### src/rtl/spi_ram_arbiter.sv
// Bridges the SPI slave command stream and a local host onto one single-port RAM.
// SPI commands update address latches or queue one RAM access; the host and SPI share the RAM round-robin.
module spi_ram_arbiter #(
  parameter int ADDR_W   = 8,
  parameter bit AUTO_INC = 1'b1
) (
  input  logic              i_clk,
  input  logic              i_rst,
  input  logic [9:0]        i_rx_data,
  input  logic              i_rx_valid,
  output logic [7:0]        o_tx_data,
  output logic              o_tx_valid,
  input  logic              i_host_req,
  input  logic              i_host_we,
  input  logic [ADDR_W-1:0] i_host_addr,
  input  logic [7:0]        i_host_wdata,
  output logic              o_host_gnt,
  output logic [7:0]        o_host_rdata,
  output logic              o_host_rvalid,
  output logic              o_ram_en,
  output logic              o_ram_we,
  output logic [ADDR_W-1:0] o_ram_addr,
  output logic [7:0]        o_ram_wdata,
  input  logic [7:0]        i_ram_rdata,
  output logic              o_spi_busy,
  output logic              o_err_ovf
);

  localparam int DATA_W = 8;

  typedef enum logic [1:0] {
    S_IDLE   = 2'd0,
    S_ACCESS = 2'd1,
    S_RDWAIT = 2'd2
  } state_t;

  state_t              r_state;
  state_t              w_state_nxt;

  logic [1:0]          w_op;
  logic [DATA_W-1:0]   w_payload;
  logic [ADDR_W-1:0]   w_payload_addr;
  logic                w_cmd_ram;
  logic                w_spi_cand;
  logic                w_host_cand;
  logic                w_spi_sel;
  logic                w_host_sel;
  logic                w_any_sel;
  logic                w_accept;
  logic                w_drop;

  logic                r_slot_vld;
  logic                r_slot_rd;
  logic [ADDR_W-1:0]   r_slot_addr;
  logic [DATA_W-1:0]   r_slot_data;

  logic [ADDR_W-1:0]   r_wr_addr;
  logic [ADDR_W-1:0]   r_rd_addr;

  logic                r_last_host;
  logic                r_acc_host;
  logic                r_acc_we;
  logic [ADDR_W-1:0]   r_acc_addr;
  logic [DATA_W-1:0]   r_acc_wdata;

  logic [DATA_W-1:0]   r_tx_data;
  logic                r_tx_valid;
  logic [DATA_W-1:0]   r_host_rdata;
  logic                r_host_rvalid;
  logic                r_err_ovf;

  assign w_op           = i_rx_data[9:8];
  assign w_payload      = i_rx_data[7:0];
  assign w_payload_addr = i_rx_data[ADDR_W-1:0];
  assign w_cmd_ram      = i_rx_valid & w_op[0];

  // Round-robin: on a tie the requester that did not own the RAM last wins.
  assign w_spi_cand  = (r_state == S_IDLE) & r_slot_vld;
  assign w_host_cand = (r_state == S_IDLE) & i_host_req;
  assign w_spi_sel   = w_spi_cand  & (~w_host_cand | r_last_host);
  assign w_host_sel  = w_host_cand & (~w_spi_cand  | ~r_last_host);
  assign w_any_sel   = w_spi_sel | w_host_sel;

  // A slot being handed to the RAM this cycle can be refilled in the same edge.
  assign w_accept = w_cmd_ram & (~r_slot_vld | w_spi_sel);
  assign w_drop   = w_cmd_ram & ~w_accept;

  always_ff @(posedge i_clk or posedge i_rst) begin
    if (i_rst) begin
      r_wr_addr <= '0;
      r_rd_addr <= '0;
    end else if (i_rx_valid) begin
      case (w_op)
        2'b00:   r_wr_addr <= w_payload_addr;
        2'b01:   if (w_accept && AUTO_INC) r_wr_addr <= r_wr_addr + ADDR_W'(1);
        2'b10:   r_rd_addr <= w_payload_addr;
        default: if (w_accept && AUTO_INC) r_rd_addr <= r_rd_addr + ADDR_W'(1);
      endcase
    end
  end

  always_ff @(posedge i_clk or posedge i_rst) begin
    if (i_rst) begin
      r_slot_vld <= 1'b0;
    end else if (w_accept) begin
      r_slot_vld <= 1'b1;
    end else if (w_spi_sel) begin
      r_slot_vld <= 1'b0;
    end
  end

  // Address is snapshotted here so later latch writes cannot retarget a queued access.
  always_ff @(posedge i_clk) begin
    if (w_accept) begin
      r_slot_rd   <= w_op[1];
      r_slot_addr <= w_op[1] ? r_rd_addr : r_wr_addr;
      r_slot_data <= w_payload;
    end
  end

  always_ff @(posedge i_clk or posedge i_rst) begin
    if (i_rst) begin
      r_state <= S_IDLE;
    end else begin
      r_state <= w_state_nxt;
    end
  end

  always_comb begin
    w_state_nxt = r_state;
    case (r_state)
      S_IDLE:   if (w_any_sel) w_state_nxt = S_ACCESS;
      S_ACCESS: w_state_nxt = r_acc_we ? S_IDLE : S_RDWAIT;
      S_RDWAIT: w_state_nxt = S_IDLE;
      default:  w_state_nxt = S_IDLE;
    endcase
  end

  always_comb begin
    o_ram_en    = 1'b0;
    o_ram_we    = 1'b0;
    o_ram_addr  = '0;
    o_ram_wdata = '0;
    o_host_gnt  = 1'b0;
    if (r_state == S_ACCESS) begin
      o_ram_en    = 1'b1;
      o_ram_we    = r_acc_we;
      o_ram_addr  = r_acc_addr;
      o_ram_wdata = r_acc_we ? r_acc_wdata : '0;
      o_host_gnt  = r_acc_host;
    end
  end

  always_ff @(posedge i_clk or posedge i_rst) begin
    if (i_rst) begin
      r_last_host <= 1'b1;
      r_acc_host  <= 1'b0;
      r_acc_we    <= 1'b0;
    end else if (w_any_sel) begin
      r_last_host <= w_host_sel;
      r_acc_host  <= w_host_sel;
      r_acc_we    <= w_host_sel ? i_host_we : ~r_slot_rd;
    end
  end

  always_ff @(posedge i_clk) begin
    if (w_any_sel) begin
      r_acc_addr  <= w_host_sel ? i_host_addr  : r_slot_addr;
      r_acc_wdata <= w_host_sel ? i_host_wdata : r_slot_data;
    end
  end

  // RAM read data lands during RDWAIT; the owner sees a registered strobe one cycle later.
  always_ff @(posedge i_clk or posedge i_rst) begin
    if (i_rst) begin
      r_tx_valid    <= 1'b0;
      r_host_rvalid <= 1'b0;
      r_tx_data     <= '0;
      r_host_rdata  <= '0;
    end else begin
      r_tx_valid    <= (r_state == S_RDWAIT) & ~r_acc_host;
      r_host_rvalid <= (r_state == S_RDWAIT) &  r_acc_host;
      if (r_state == S_RDWAIT) begin
        if (r_acc_host) begin
          r_host_rdata <= i_ram_rdata;
        end else begin
          r_tx_data <= i_ram_rdata;
        end
      end
    end
  end

  always_ff @(posedge i_clk or posedge i_rst) begin
    if (i_rst) begin
      r_err_ovf <= 1'b0;
    end else if (w_drop) begin
      r_err_ovf <= 1'b1;
    end
  end

  assign o_tx_data     = r_tx_data;
  assign o_tx_valid    = r_tx_valid;
  assign o_host_rdata  = r_host_rdata;
  assign o_host_rvalid = r_host_rvalid;
  assign o_spi_busy    = r_slot_vld;
  assign o_err_ovf     = r_err_ovf;

endmodule
### config.mk
export PLATFORM = sky130hd
export DESIGN_NAME = spi_ram_arbiter
export DESIGN_NICKNAME = d
export VERILOG_FILES = /design/src/rtl/spi_ram_arbiter.sv
export SDC_FILE = /design/constraint.sdc
export NUM_CORES = 1
export LEC_CHECK = 0
export CAP_MARGIN = 20
export CORE_MARGIN = 2
export CORE_UTILIZATION = 50
export DETAILED_ROUTE_END_ITERATION = 6
export DONT_BUFFER_PORTS = 1
export SLEW_MARGIN = 20
export SYNTH_ARGS = -nofsm -noshare
export SYNTH_HDL_FRONTEND = slang
export SYNTH_SLANG_ARGS = --single-unit
### constraint.sdc
create_clock -name i_clk -period 5.6 [get_ports i_clk]
set_input_delay 0 -clock i_clk [delete_from_list [all_inputs] [get_ports i_clk]]
set_output_delay 0 -clock i_clk [all_outputs]
set_load 0.02 [all_outputs]
# Word level (Yosys, flattened, before mapping)
# Index checks and enable logic that the tools add are counted.
# word_totals
ramBits	0
word_cells	75
latchBits	0
output_inout_bits	39
reg_bits	74
inputBits	39
mem_count	0
romBits	0
# classes
n_shift	0
multipliers	0
bitwise_logic	21
reduce_logical	10
n_div	0
addsub	2
n_eq_ne	6
n_lt_le_gt_ge	0
mux	19
# op_table
cell	n
8-bit two-way mux	8
8-bit one-hot mux with 2 select lines	2
8-bit by 1-bit adder with 8-bit output, second input constant	2
1-bit bitwise AND	9
1-bit inverter	8
1-bit two-way mux	6
3-bit AND reduction	2
2-bit nonzero test	3
2-bit by 1-bit equality test with 1-bit output, second input constant	2
2-bit equality test, second input constant	2
2-bit logical NOT	2
2-bit two-way mux	2
2-bit != test, second input constant	2
1-bit bitwise OR	4
2-bit one-hot mux with 2 select lines	1
2-bit AND reduction	2
2-bit OR reduction	1

# Logic depth before layout (Yosys ltp)
# logic_depth
ltp_word	9
depth_mapped	7
ltp_nobuf	5

# Worst setup path after synthesis
# No wires, ideal clock.
# synth_path
kind	reg-to-reg
from	reg r_last_host
to	reg r_slot_addr[0] (enable)
arrival_ns	1.555
setup_ns	0.390
period_less_slack_ns	1.945
slack_ns	3.655
path_stages_with_launch	4
path_cell_list	dfstp_2 nand2b_1 a21boi_0 nor2_1
# synth_between
elab_chain_len	4
# synth_lines
item	line_no	source
from (decl)	60	logic r_last_host;
from (signal assigned)	160	r_last_host <= w_host_sel;
1-bit bitwise OR	80	assign w_spi_sel = w_spi_cand & (~w_host_cand | r_last_host);
1-bit bitwise AND	80	
1-bit bitwise OR	85	assign w_accept = w_cmd_ram & (~r_slot_vld | w_spi_sel);
1-bit bitwise AND	85	
via w_accept	49	logic w_accept;
to (signal assigned)	116	r_slot_addr <= w_op[1] ? r_rd_addr : r_wr_addr;
to (decl)	54	logic [ADDR_W-1:0] r_slot_addr;
# The timed path passes the listed nets, and every way through them passes these cells.
# A chain may end at the register's enable or synchronous reset.

# Worst setup path after layout
# layout_path
from	reg r_slot_vld (netlist: o_spi_busy)
to	reg r_rd_addr[1]
# layout_between
elab_chain_len	6
# layout_lines
item	line_no	source
from (decl)	52	logic r_slot_vld;
from (signal assigned)	104	r_slot_vld <= 1'b0;
from (signal assigned)	106	r_slot_vld <= 1'b1;
from (signal assigned)	108	r_slot_vld <= 1'b0;
1-bit bitwise AND	78	assign w_spi_cand = (r_state == S_IDLE) & r_slot_vld;
1-bit bitwise AND	80	
1-bit bitwise OR (*)	85	
1-bit bitwise AND (*)	85	
2-bit nonzero test (no line) (*)	--	
3-bit AND reduction (no line) (*)	--	
to (signal assigned)	96	2'b10: r_rd_addr <= w_payload_addr;
to (signal assigned)	97	default: if (w_accept && AUTO_INC) r_rd_addr <= r_rd_addr + ADDR_W'(1);
to (decl)	58	logic [ADDR_W-1:0] r_rd_addr;
# Every way passes the cells marked *; elsewhere a longest branch is shown, timed or not.

==> metrics <==
Final Max Tran Viols=0; CTS H-Tree Depth=3; CP arrival=roughly 2.2 ns; most frequent cells in the layout=nand2_1, dfrtp_1, dlygate4sd3_1; register area share after synthesis=0.592; vias per cell=around 5.7; Synth Register Bits=74; CTS Buffer Depth=2; NumNets Final=362; Setup Viol. Count Final=0; starting density of the core=0.510; final worst path period need=1.92 ns; post-cts sizing count=0; layout cells sized above 1=0.181; GPL Wtd Cong=0.795; fmax=521 MHz; Root Driver=clkbuf_8; synthesized area=between 3000 and 4000 um2; Area Growth Syn to Fin=19.5%; EDFF count, synth=33; core area=6680 um2; Max FO, Critical Path=20; io pins=between 70 and 80; clock sinks=74; Num CTS Buffers=9; initial antenna violation count=0; DRT antenna net count=0; Setup Skew=0.00990 ns; TritonCTS clock tree=yes; first-pass GRT wire length=11,400 um; leak pwr=1.64 nW; HPWL after detailed placement=4640 um; via count=roughly 2,300; worst hold path class=primary input to register; Iter 0 DRT Violations=171; Period Utilization, post-route=0.343; Routed wire per std cell=17.6 um; Synth warnings=0; Top FF cell, synth=dfrtp_1; Worst VDD drop=0.000268 V; CP Class=register to register; RSZ-0062 raised after global routing=false; Ant. Diodes=0; final WL=7130 um; total global routing overflow=0; Power, Total=0.00210 W; Cell Rows=30; Yosys cell types=45; dpl cell area=3450 um2; status=finished, final reports clean; clk_lat worst skew=0.34 ns; die height=86.5 um; measured slew at the worst slew-check pin=0.968 ns; drc violations=0; MaxCap Viol Count=0; vias in the first global route=2,189; Cells after Synth=284; pwr/cell area=515 nW/um2; Rel. slew slack=0.355; Die Footprint=roughly 7500 um2; Final Hold Vio Count=0; area leader, netlist=dfrtp_1; CP startpoint kind=register; Util after Layout=0.609; DRT Pass-1 Iters=4; main area contributors after synthesis=dfrtp_1, edfxtp_1, mux2_2; Worst EP required=5.83 ns; Port Buf Inserts=0; post-synthesis async set-or-reset flop share=0.554; setup TNS=0 ns; Final Cell Area=4070 um2; Crit. End Element=register; Tot GR Track Use=0.201; chip width=86.5 um; CTS clk-pin slew, worst paths=0.07 ns; Synth Area per Inst=around 12 um2; share of the synthesized area in the top cell type=0.294; largest net degree at the start of global routing=42; syn_nets=325; FILL cells=557
==> state kept, by name, summed over array words and instances, names as in the netlist <==
name           flops
o_spi_busy         1
o_host_rvalid      1
r_rd_addr          8
o_tx_valid         1
r_state            2
r_slot_rd          1
r_acc_wdata        8
r_slot_data        8
r_acc_we           1
o_err_ovf          1
o_tx_data          8
r_acc_host         1
o_host_rdata       8
r_acc_addr         8
r_last_host        1
r_slot_addr        8
r_wr_addr          8
==> worst max-delay path, stage by stage (launching register included) <==
cell	delay, ns
dfrtp_1	0.54
nand2_1	0.11
a21oi_2	0.72
nor2_4	0.13
mux2_2	0.31
==> power breakdown <==
part	switching (W)	internal, W	total [W]
logic	0.000320	0.000248	0.000569
registers	0.000235	0.000810	0.00105
clock network	0.000193	0.000291	0.000484
total	0.000748	0.00135	0.00210
==> worst paths after layout <==
kind                              start  slack (ns)  cells past startpoint      endpoint
min                        i_rx_data[9]        0.05                      3  r_wr_addr[0]
max in group asynchronous         i_rst        5.00                      3   r_last_host
max                          o_spi_busy        3.68                      4  r_rd_addr[1]
min reg2reg                 r_last_host        0.49                      2   r_last_host
min in group asynchronous         i_rst        0.23                      3  o_tx_data[0]
max reg2reg                  o_spi_busy        3.68                      4  r_rd_addr[1]
==> cells in the mapped netlist (2+ instances only) <==
library cell / instances
nand3_1: 4
ha_1: 2
clkbuf_1: 7
o31ai_1: 2
and3_1: 10
a2bb2oi_1: 10
nor2_4: 2
nor2_1: 9
buf_2: 6
o21ai_0: 11
inv_1: 5
nand4_1: 3
and2_1: 10
buf_6: 2
nand2_1: 40
o22ai_1: 4
a31oi_1: 4
o22a_1: 2
a31o_2: 2
dfrtp_1: 40
nand2b_1: 6
nor2b_1: 4
mux2_2: 33
edfxtp_1: 33
nor3_1: 8
a21oi_1: 3
a211oi_1: 3
and4_1: 2
==> cells by family after synthesis <==
logic type / Yosys count / synth area share
AND/OR/NAND/NOR: 105 / 0.159
flip-flops: 74 / 0.592
AO/OA/AOI/OAI: 47 / 0.0969
adder cells (fa/ha/maj): 2 / 0.00734
buffers and inverters: 22 / 0.0320
multiplexers: 34 / 0.112
==> final cells by class <==
| class | instances | area [um2] | area share |
|---|---|---|---|
| flip-flops and latches | 74 | 2020 | 0.496 |
| multi-input cells | 188 | 1290 | 0.316 |
| repair buffers | 42 | 413 | 0.101 |
| clock buffers | 9 | 124 | 0.0304 |
| clock inverters | 7 | 108 | 0.0264 |
| well taps | 80 | 100 | 0.0246 |
| inverters | 6 | 22.5 | 0.00553 |
==> layer usage <==
layer  routed length [um]  share of wire  up-vias  global-route usage
li1                     -              -     1106                   -
met1                 3470           0.49     1131               0.298
met2                 3170           0.44       69               0.284
met3                  379          0.053       11              0.0476
met4                  111          0.016        0              0.0852
met5                    0              0        -                   0
==> metrics by stage <==
stage	cells	worst slack (ns)	hold slack, ns
2_1_floorplan	284	3.65	0.0989
3_3_place_gp	351	3.74	0.0594
3_5_place_dp	351	3.70	0.0590
4_1_cts	406	3.37	0.0325
5_1_grt	406	3.58	0.0836
6_report	406	3.68	0.0506
==> timing repair <==
action | CTS | global route
setup buffers | 0 | 0
hold buffers | 39 | 0
endpoints found under the hold margin | 110 | 0
No activity file was read; power rests on OpenSTA's default activity.
